===== config.mk =====
export PLATFORM = sky130hd
export DESIGN_NAME = maxnet_feeder
export DESIGN_NICKNAME = d
export VERILOG_FILES = /design/src/rtl/maxnet_feeder.sv
export SDC_FILE = /design/constraint.sdc
export NUM_CORES = 1
export LEC_CHECK = 0
export ABC_AREA = 1
export CELL_PAD_IN_SITES_DETAIL_PLACEMENT = 1
export CELL_PAD_IN_SITES_GLOBAL_PLACEMENT = 1
export CORE_MARGIN = 5
export CORE_UTILIZATION = 30
export DETAILED_ROUTE_END_ITERATION = 8
export GPL_TIMING_DRIVEN = 0
export HOLD_SLACK_MARGIN = 0.05
export PLACE_DENSITY = 0.78
export SETUP_SLACK_MARGIN = 0.5
export SYNTH_ARGS = -nofsm -noshare
export SYNTH_HDL_FRONTEND = slang
export SYNTH_SLANG_ARGS = --single-unit

===== constraint.sdc =====
create_clock -name clk -period 2.1 [get_ports clk]
set_input_delay 0.42 -clock clk [delete_from_list [all_inputs] [get_ports clk]]
set_output_delay 0.42 -clock clk [all_outputs]
set_load 0.005 [all_outputs]

===== src/rtl/maxnet_feeder.sv =====
// maxnet_feeder: gathers one frame of four binary32 activations, sanitises
// them, drives a Maxnet instance until it reports a winner or times out,
// then offers the winning value and status flags on a valid/ready port.
// Only one frame is ever in flight.

module maxnet_feeder #(
    parameter int N_INPUTS       = 4,
    parameter int WIDTH          = 32,
    parameter int TIMEOUT_CYCLES = 1024
) (
    input  logic             clk,
    input  logic             rst,
    input  logic             in_valid,
    output logic             in_ready,
    input  logic [WIDTH-1:0] in_data,
    input  logic [WIDTH-1:0] cfg_epsilon,
    output logic [WIDTH-1:0] mx_num1,
    output logic [WIDTH-1:0] mx_num2,
    output logic [WIDTH-1:0] mx_num3,
    output logic [WIDTH-1:0] mx_num4,
    output logic [WIDTH-1:0] mx_epsilon,
    output logic             mx_start,
    input  logic             mx_done,
    input  logic [WIDTH-1:0] mx_max,
    output logic             res_valid,
    input  logic             res_ready,
    output logic [WIDTH-1:0] res_data,
    output logic [2:0]       res_flags
);

    localparam int CNT_W = (N_INPUTS > 1) ? $clog2(N_INPUTS) : 1;
    localparam int TMO_W = $clog2(TIMEOUT_CYCLES);
    localparam logic [CNT_W-1:0] CNT_LAST = CNT_W'(N_INPUTS - 1);
    localparam logic [TMO_W-1:0] TMO_LAST = TMO_W'(TIMEOUT_CYCLES - 1);

    typedef enum logic [1:0] {
        ST_LOAD = 2'd0,
        ST_RUN  = 2'd1,
        ST_OUT  = 2'd2
    } state_e;

    // Result of cleaning one activation: the word to store plus the two
    // per-word flags (infinity clamped, NaN/negative zeroed).
    typedef struct packed {
        logic [WIDTH-1:0] word;
        logic             inf;
        logic             nan_neg;
    } san_t;

    // Negatives and NaNs become +0, +inf saturates to the largest finite
    // value; -0 is zeroed silently because it already equals zero in value.
    function automatic san_t sanitise(input logic [WIDTH-1:0] x);
        san_t r;
        r.word    = x;
        r.inf     = 1'b0;
        r.nan_neg = 1'b0;
        if (x[31]) begin
            r.word    = 32'h0000_0000;
            r.nan_neg = (x[30:0] != 31'd0);
        end else if ((x[30:23] == 8'hFF) && (x[22:0] != 23'd0)) begin
            r.word    = 32'h0000_0000;
            r.nan_neg = 1'b1;
        end else if (x[30:0] == 31'h7F80_0000) begin
            r.word = 32'h7F7F_FFFF;
            r.inf  = 1'b1;
        end else begin
            r.word = x;
        end
        return r;
    endfunction

    state_e           state_q, state_d;
    logic [CNT_W-1:0] cnt_q, cnt_d;
    logic [TMO_W-1:0] tmo_q, tmo_d;
    logic [WIDTH-1:0] num_q [N_INPUTS];
    logic [WIDTH-1:0] num_d [N_INPUTS];
    logic [WIDTH-1:0] eps_q, eps_d;
    logic             in_ready_q, in_ready_d;
    logic             mx_start_q, mx_start_d;
    logic             res_valid_q, res_valid_d;
    logic [WIDTH-1:0] res_data_q, res_data_d;
    logic [2:0]       flags_q, flags_d;
    san_t             san_s;

    // Next-state and next-output computation for the LOAD/RUN/OUT sequencer.
    always_comb begin
        state_d     = state_q;
        cnt_d       = cnt_q;
        tmo_d       = tmo_q;
        num_d       = num_q;
        eps_d       = eps_q;
        in_ready_d  = in_ready_q;
        mx_start_d  = mx_start_q;
        res_valid_d = res_valid_q;
        res_data_d  = res_data_q;
        flags_d     = flags_q;
        san_s       = sanitise(in_data);

        case (state_q)
            ST_LOAD: begin
                if (in_valid && in_ready_q) begin
                    num_d[cnt_q] = san_s.word;
                    if (cnt_q == {CNT_W{1'b0}}) begin
                        // First word of a frame: fresh epsilon, fresh flags.
                        eps_d   = cfg_epsilon;
                        flags_d = {1'b0, san_s.inf, san_s.nan_neg};
                    end else begin
                        flags_d = flags_q | {1'b0, san_s.inf, san_s.nan_neg};
                    end
                    if (cnt_q == CNT_LAST) begin
                        cnt_d      = {CNT_W{1'b0}};
                        tmo_d      = {TMO_W{1'b0}};
                        state_d    = ST_RUN;
                        in_ready_d = 1'b0;
                        mx_start_d = 1'b1;
                    end else begin
                        cnt_d = cnt_q + CNT_W'(1);
                    end
                end else begin
                    cnt_d = cnt_q;
                end
            end

            ST_RUN: begin
                if (mx_done) begin
                    // A finished Maxnet beats a simultaneous timeout.
                    res_data_d  = mx_max;
                    state_d     = ST_OUT;
                    mx_start_d  = 1'b0;
                    res_valid_d = 1'b1;
                end else if (tmo_q == TMO_LAST) begin
                    res_data_d  = 32'h0000_0000;
                    flags_d[2]  = 1'b1;
                    state_d     = ST_OUT;
                    mx_start_d  = 1'b0;
                    res_valid_d = 1'b1;
                end else begin
                    tmo_d = tmo_q + TMO_W'(1);
                end
            end

            ST_OUT: begin
                if (res_ready) begin
                    state_d     = ST_LOAD;
                    res_valid_d = 1'b0;
                    in_ready_d  = 1'b1;
                    tmo_d       = {TMO_W{1'b0}};
                end else begin
                    res_valid_d = 1'b1;
                end
            end

            default: begin
                state_d     = ST_LOAD;
                cnt_d       = {CNT_W{1'b0}};
                tmo_d       = {TMO_W{1'b0}};
                in_ready_d  = 1'b1;
                mx_start_d  = 1'b0;
                res_valid_d = 1'b0;
            end
        endcase
    end

    // State and output registers with synchronous reset.
    always_ff @(posedge clk) begin
        if (rst) begin
            state_q     <= ST_LOAD;
            cnt_q       <= {CNT_W{1'b0}};
            tmo_q       <= {TMO_W{1'b0}};
            for (int i = 0; i < N_INPUTS; i++) begin
                num_q[i] <= {WIDTH{1'b0}};
            end
            eps_q       <= {WIDTH{1'b0}};
            in_ready_q  <= 1'b1;
            mx_start_q  <= 1'b0;
            res_valid_q <= 1'b0;
            res_data_q  <= {WIDTH{1'b0}};
            flags_q     <= 3'b000;
        end else begin
            state_q     <= state_d;
            cnt_q       <= cnt_d;
            tmo_q       <= tmo_d;
            num_q       <= num_d;
            eps_q       <= eps_d;
            in_ready_q  <= in_ready_d;
            mx_start_q  <= mx_start_d;
            res_valid_q <= res_valid_d;
            res_data_q  <= res_data_d;
            flags_q     <= flags_d;
        end
    end

    assign in_ready   = in_ready_q;
    assign mx_num1    = num_q[0];
    assign mx_num2    = num_q[1];
    assign mx_num3    = num_q[2];
    assign mx_num4    = num_q[3];
    assign mx_epsilon = eps_q;
    assign mx_start   = mx_start_q;
    assign res_valid  = res_valid_q;
    assign res_data   = res_data_q;
    assign res_flags  = flags_q;

endmodule


==> results <==
- Across all hold checks on the routed design, the worst slack comes to 0.313 ns.
- A synthesized cell averages 7.73 µm².
- The DRC violation total after the first TritonRoute iteration is 383.
- The clock tree skew after final layout is 0.0252 ns.
- The floorplan has 59 rows.
- The flow ran to the end, and the final reports show no timing, DRC or antenna violations.
- The clock-pin slew reported for the worst setup and hold paths after clock tree synthesis is 0.06 ns.
- The startpoint kind of the worst setup timing path is a flop.
- The final cell utilization of the core is 53.9%.
- After detailed routing, the number of vias per cell comes to between 5 and 6.
- The type of the worst setup path is reg2reg.
- The number of hold violations in the final report is 0.
- After detailed routing, the average wire length per cell comes to 21.2 µm.
- The final number of max-transition violations is 0.
- The measured slew at the worst slew-check pin is 0.780 ns.
- The area added between synthesis and finish is 77.9%.
- The most used flip-flop cell after synthesis is sky130_fd_sc_hd__dfxtp_1.
- The number of register bits inferred by synthesis is 208.
- The count of yosys warnings during synthesis is 0.
- The total of endpoints with negative setup slack in the final report is 0.
- The tree is rooted in a sky130_fd_sc_hd__clkbuf_16.
- In the global route stage, met2 resource usage came out at between 30% and 40%.
- Hold repair after CTS inserted 0 buffers.
- In this run the count of I/O pins placed on the die edge is 299.
- The via count is 8778.
- The number of global-route vias before repair is 8877.
- Entering global routing, the biggest net connects 14 pins.
- Global routing used 21.7% of the available tracks across all layers.
- Across the run, the number of max-cap violations was 0.
- The standby leakage power is 0.00626 µW.
- The initial antenna violation count is 1.
- The number of port buffers is 293.
- The global-route met3 utilization is 4.50%.
- After filler insertion, the fill cell instance count of the layout stands at 2956.
- The iteration count of the initial detailed-routing pass is 5.
- Power spread over the standard cell area amounts to 773 mW/mm².
- The required time of the critical path is 2.48 ns.
- The time the final worst path needs with I/O delays and setup is 1.66 ns.
- The detailed placement HPWL is ~24000 µm.
- The deepest clock path buffer count is 3.
- After synthesis, flip-flops and latches occupy 53.0% of the total area.
- Among all cell types in the netlist, the one instantiated most often is sky130_fd_sc_hd__dfxtp_1.
- Timing would allow up to 601 MHz.
- The placer congestion estimate is 0.829.
- In this run the worst path has a maximum fanout of 8.
- The die area is 0.0295 mm².
- The number of enable-type register cells in the synthesized netlist is 0.
- The first global-routing pass estimated 50900 µm of wire.
- The number of clock buffers added by TritonCTS is 23.
- The fraction of layout instances using a drive strength above 1 is roughly a quarter.
- The worst path uses 79.2% of the clock period.
- For this run, design rule violations remaining after detail routing come to 0.
- The later-pin clock latency in the skew report is approximately 0.52 ns.
- The remaining max-slew budget at the tightest pin is 48.0%.
- In the post-synthesis netlist, the biggest area contributors are sky130_fd_sc_hd__dfxtp_1 (53%), sky130_fd_sc_hd__a21oi_1 (11%), sky130_fd_sc_hd__o21ai_0 (10%).
- The TritonCTS sink count is approximately 210.
- Setup repair after global routing could not meet its margin everywhere.
- The min-delay analysis places its worst path in the category in2reg.
- The netlist area before placement is 0.00785 mm².
- The number of cells produced by synthesis is approximately 1000.
- The share of flip-flops with an asynchronous set or reset is 0%.
- The maximum level of the CTS H-tree is 1.
- The routing layer with the top usage in global route is met2.
- The core outline area is 0.0259 mm².
- The TritonCTS clock tree is done.
- The largest area contributor in the synthesized netlist is sky130_fd_sc_hd__dfxtp_1.
- The total number of nets in the final design is 1497.
- Summed over all layers, the global routing overflow is 0.
- Counting instances in the post-synthesis netlist gives the leading cell types as sky130_fd_sc_hd__dfxtp_1 (208), sky130_fd_sc_hd__a21oi_1 (173), sky130_fd_sc_hd__o21ai_0 (161).
- The share of synthesized area in the top cell type comes to between 50% and 60%.
- For this run, global-route usage on met1 was measured as 27.5%.
- The count of cell types in the netlist is 26.
- For the worst setup path, the data arrival time is 2.04 ns.
- The width of the die is 172 µm.
- The number of nets with antenna violations after routing is 0.
- Once the floorplan was initialized, standard cells occupied 30.3% of the core.
- The worst-case IR drop observed on VDD is 0.563 mV.
- Summed over all layers, the routed wires come to 36900 µm.
- The chip height is 172 µm.
- The worst setup path is captured at a flop.
==> per-stage QoR <==
step           power [µW]  setup slack [ns]  area [µm²]  setup TNS, ns  cells
2_1_floorplan        5160             0.522        7870              0   1019
3_3_place_gp         6260            -0.356       11200         -34.17   1647
3_5_place_dp         6310            -0.422       11200         -39.62   1647
4_1_cts             10300             0.455       12600              0   1706
5_1_grt             11200             0.338       14000              0   1740
6_report            10800             0.437       14000              0   1740
==> sequential cells by signal, summed over array words and instances, names as in the netlist, 2 cells and up <==
| register | cells |
|---|---|
| state_q | 2 |
| mx_num3 | 31 |
| mx_num2 | 31 |
| mx_num1 | 31 |
| mx_num4 | 31 |
| res_data | 32 |
| res_flags | 3 |
| mx_epsilon | 32 |
| cnt_q | 2 |
| tmo_q | 10 |
==> layer usage <==
layer,part of all wire [%],wire [µm],up-vias
met5,0,0,-
met4,3.6,1320,0
met3,6.2,2290,71
met2,49,17900,295
met1,42,15300,4279
li1,-,-,4133
==> what timing repair did <==
item / CTS / global route
pin swaps: 12 / 26
setup buffers: 14 / 14
cloned: 4 / 19
gates resized for setup: 390 / 329
setup endpoints to repair: 400 / 209
==> logic make-up (layout without fill, tap and decap cells) <==
logic type      after synthesis  in the layout  share of synthesized area, %
compound gates              336            336                          21.5
xor+xnor                      2              2                         0.223
fa+ha+maj                     8              8                          1.27
buf+inv                     131            514                          6.88
flops                       208            208                          53.0
other cells                   1              5                        0.0477
simple gates                330            332                          17.1
==> layout make-up <==
class	instances	area (µm²)	share of cell area, %
diodes	1	2.50	0.0179
clock buffers	35	721	5.16
repair buffers	342	3470	24.8
clock inverters	6	32.5	0.233
flip-flops and latches	208	4210	30.1
inverters	58	238	1.70
multi-input cells	682	4130	29.6
well taps	335	419	3.00
plain buffers	73	746	5.34
==> critical path, stage by stage (launching register included) <==
cell and delay (ns):
sky130_fd_sc_hd__dfxtp_2 0.36, sky130_fd_sc_hd__inv_2 0.06, sky130_fd_sc_hd__ha_4 0.18, sky130_fd_sc_hd__nand3_4 0.08
sky130_fd_sc_hd__buf_12 0.14, sky130_fd_sc_hd__inv_8 0.04, sky130_fd_sc_hd__nand2_8 0.09, sky130_fd_sc_hd__clkinv_8 0.11
sky130_fd_sc_hd__buf_16 0.18, sky130_fd_sc_hd__buf_12 0.15, sky130_fd_sc_hd__nor2_4 0.08, sky130_fd_sc_hd__nor2_1 0.05
==> path summary, 6_finish.rpt <==
check | startpoint | slack [ns] | cells after the start | end
min | in_data[28] | 0.31 | 3 | mx_num3[28]
max reg2reg | state_q[0] | 0.44 | 11 | mx_epsilon[23]
min reg2reg | res_data[17] | 0.46 | 2 | res_data[17]
max | state_q[0] | 0.44 | 11 | mx_epsilon[23]
==> where the power goes <==
part / switching [µW] / internal [µW] / total [µW]
sequential: 222 / 4270 / 4490
clock: 1670 / 2350 / 4030
combinational: 1140 / 1140 / 2280
==> cells in the final DEF (no fill, tap or decap), types with 3 or more instances in the layout <==
master,count
sky130_fd_sc_hd__nor2_2,7
sky130_fd_sc_hd__clkdlybuf4s50_1,93
sky130_fd_sc_hd__conb_1,4
sky130_fd_sc_hd__buf_6,13
sky130_fd_sc_hd__clkinv_2,5
sky130_fd_sc_hd__buf_12,13
sky130_fd_sc_hd__nand3_1,10
sky130_fd_sc_hd__dfxtp_2,32
sky130_fd_sc_hd__ha_1,6
sky130_fd_sc_hd__o21ai_2,40
sky130_fd_sc_hd__buf_8,14
sky130_fd_sc_hd__clkbuf_2,13
sky130_fd_sc_hd__clkbuf_4,4
sky130_fd_sc_hd__buf_4,25
sky130_fd_sc_hd__nand2_8,3
sky130_fd_sc_hd__nand3_2,14
sky130_fd_sc_hd__a21oi_1,136
sky130_fd_sc_hd__clkbuf_1,19
sky130_fd_sc_hd__nor2_4,28
sky130_fd_sc_hd__inv_2,3
sky130_fd_sc_hd__o21ai_1,27
sky130_fd_sc_hd__nand2_4,5
sky130_fd_sc_hd__a21oi_2,37
sky130_fd_sc_hd__dlygate4sd2_1,185
sky130_fd_sc_hd__o21ai_0,92
sky130_fd_sc_hd__inv_1,53
sky130_fd_sc_hd__clkbuf_16,42
sky130_fd_sc_hd__dfxtp_1,174
sky130_fd_sc_hd__nand3_4,21
sky130_fd_sc_hd__nor3_1,4
sky130_fd_sc_hd__buf_2,3
sky130_fd_sc_hd__clkdlybuf4s15_1,6
sky130_fd_sc_hd__dlymetal6s2s_1,5
sky130_fd_sc_hd__nor2_1,82
sky130_fd_sc_hd__nand2_1,152
sky130_fd_sc_hd__clkbuf_8,12
Power figures use the tool's default switching activity.
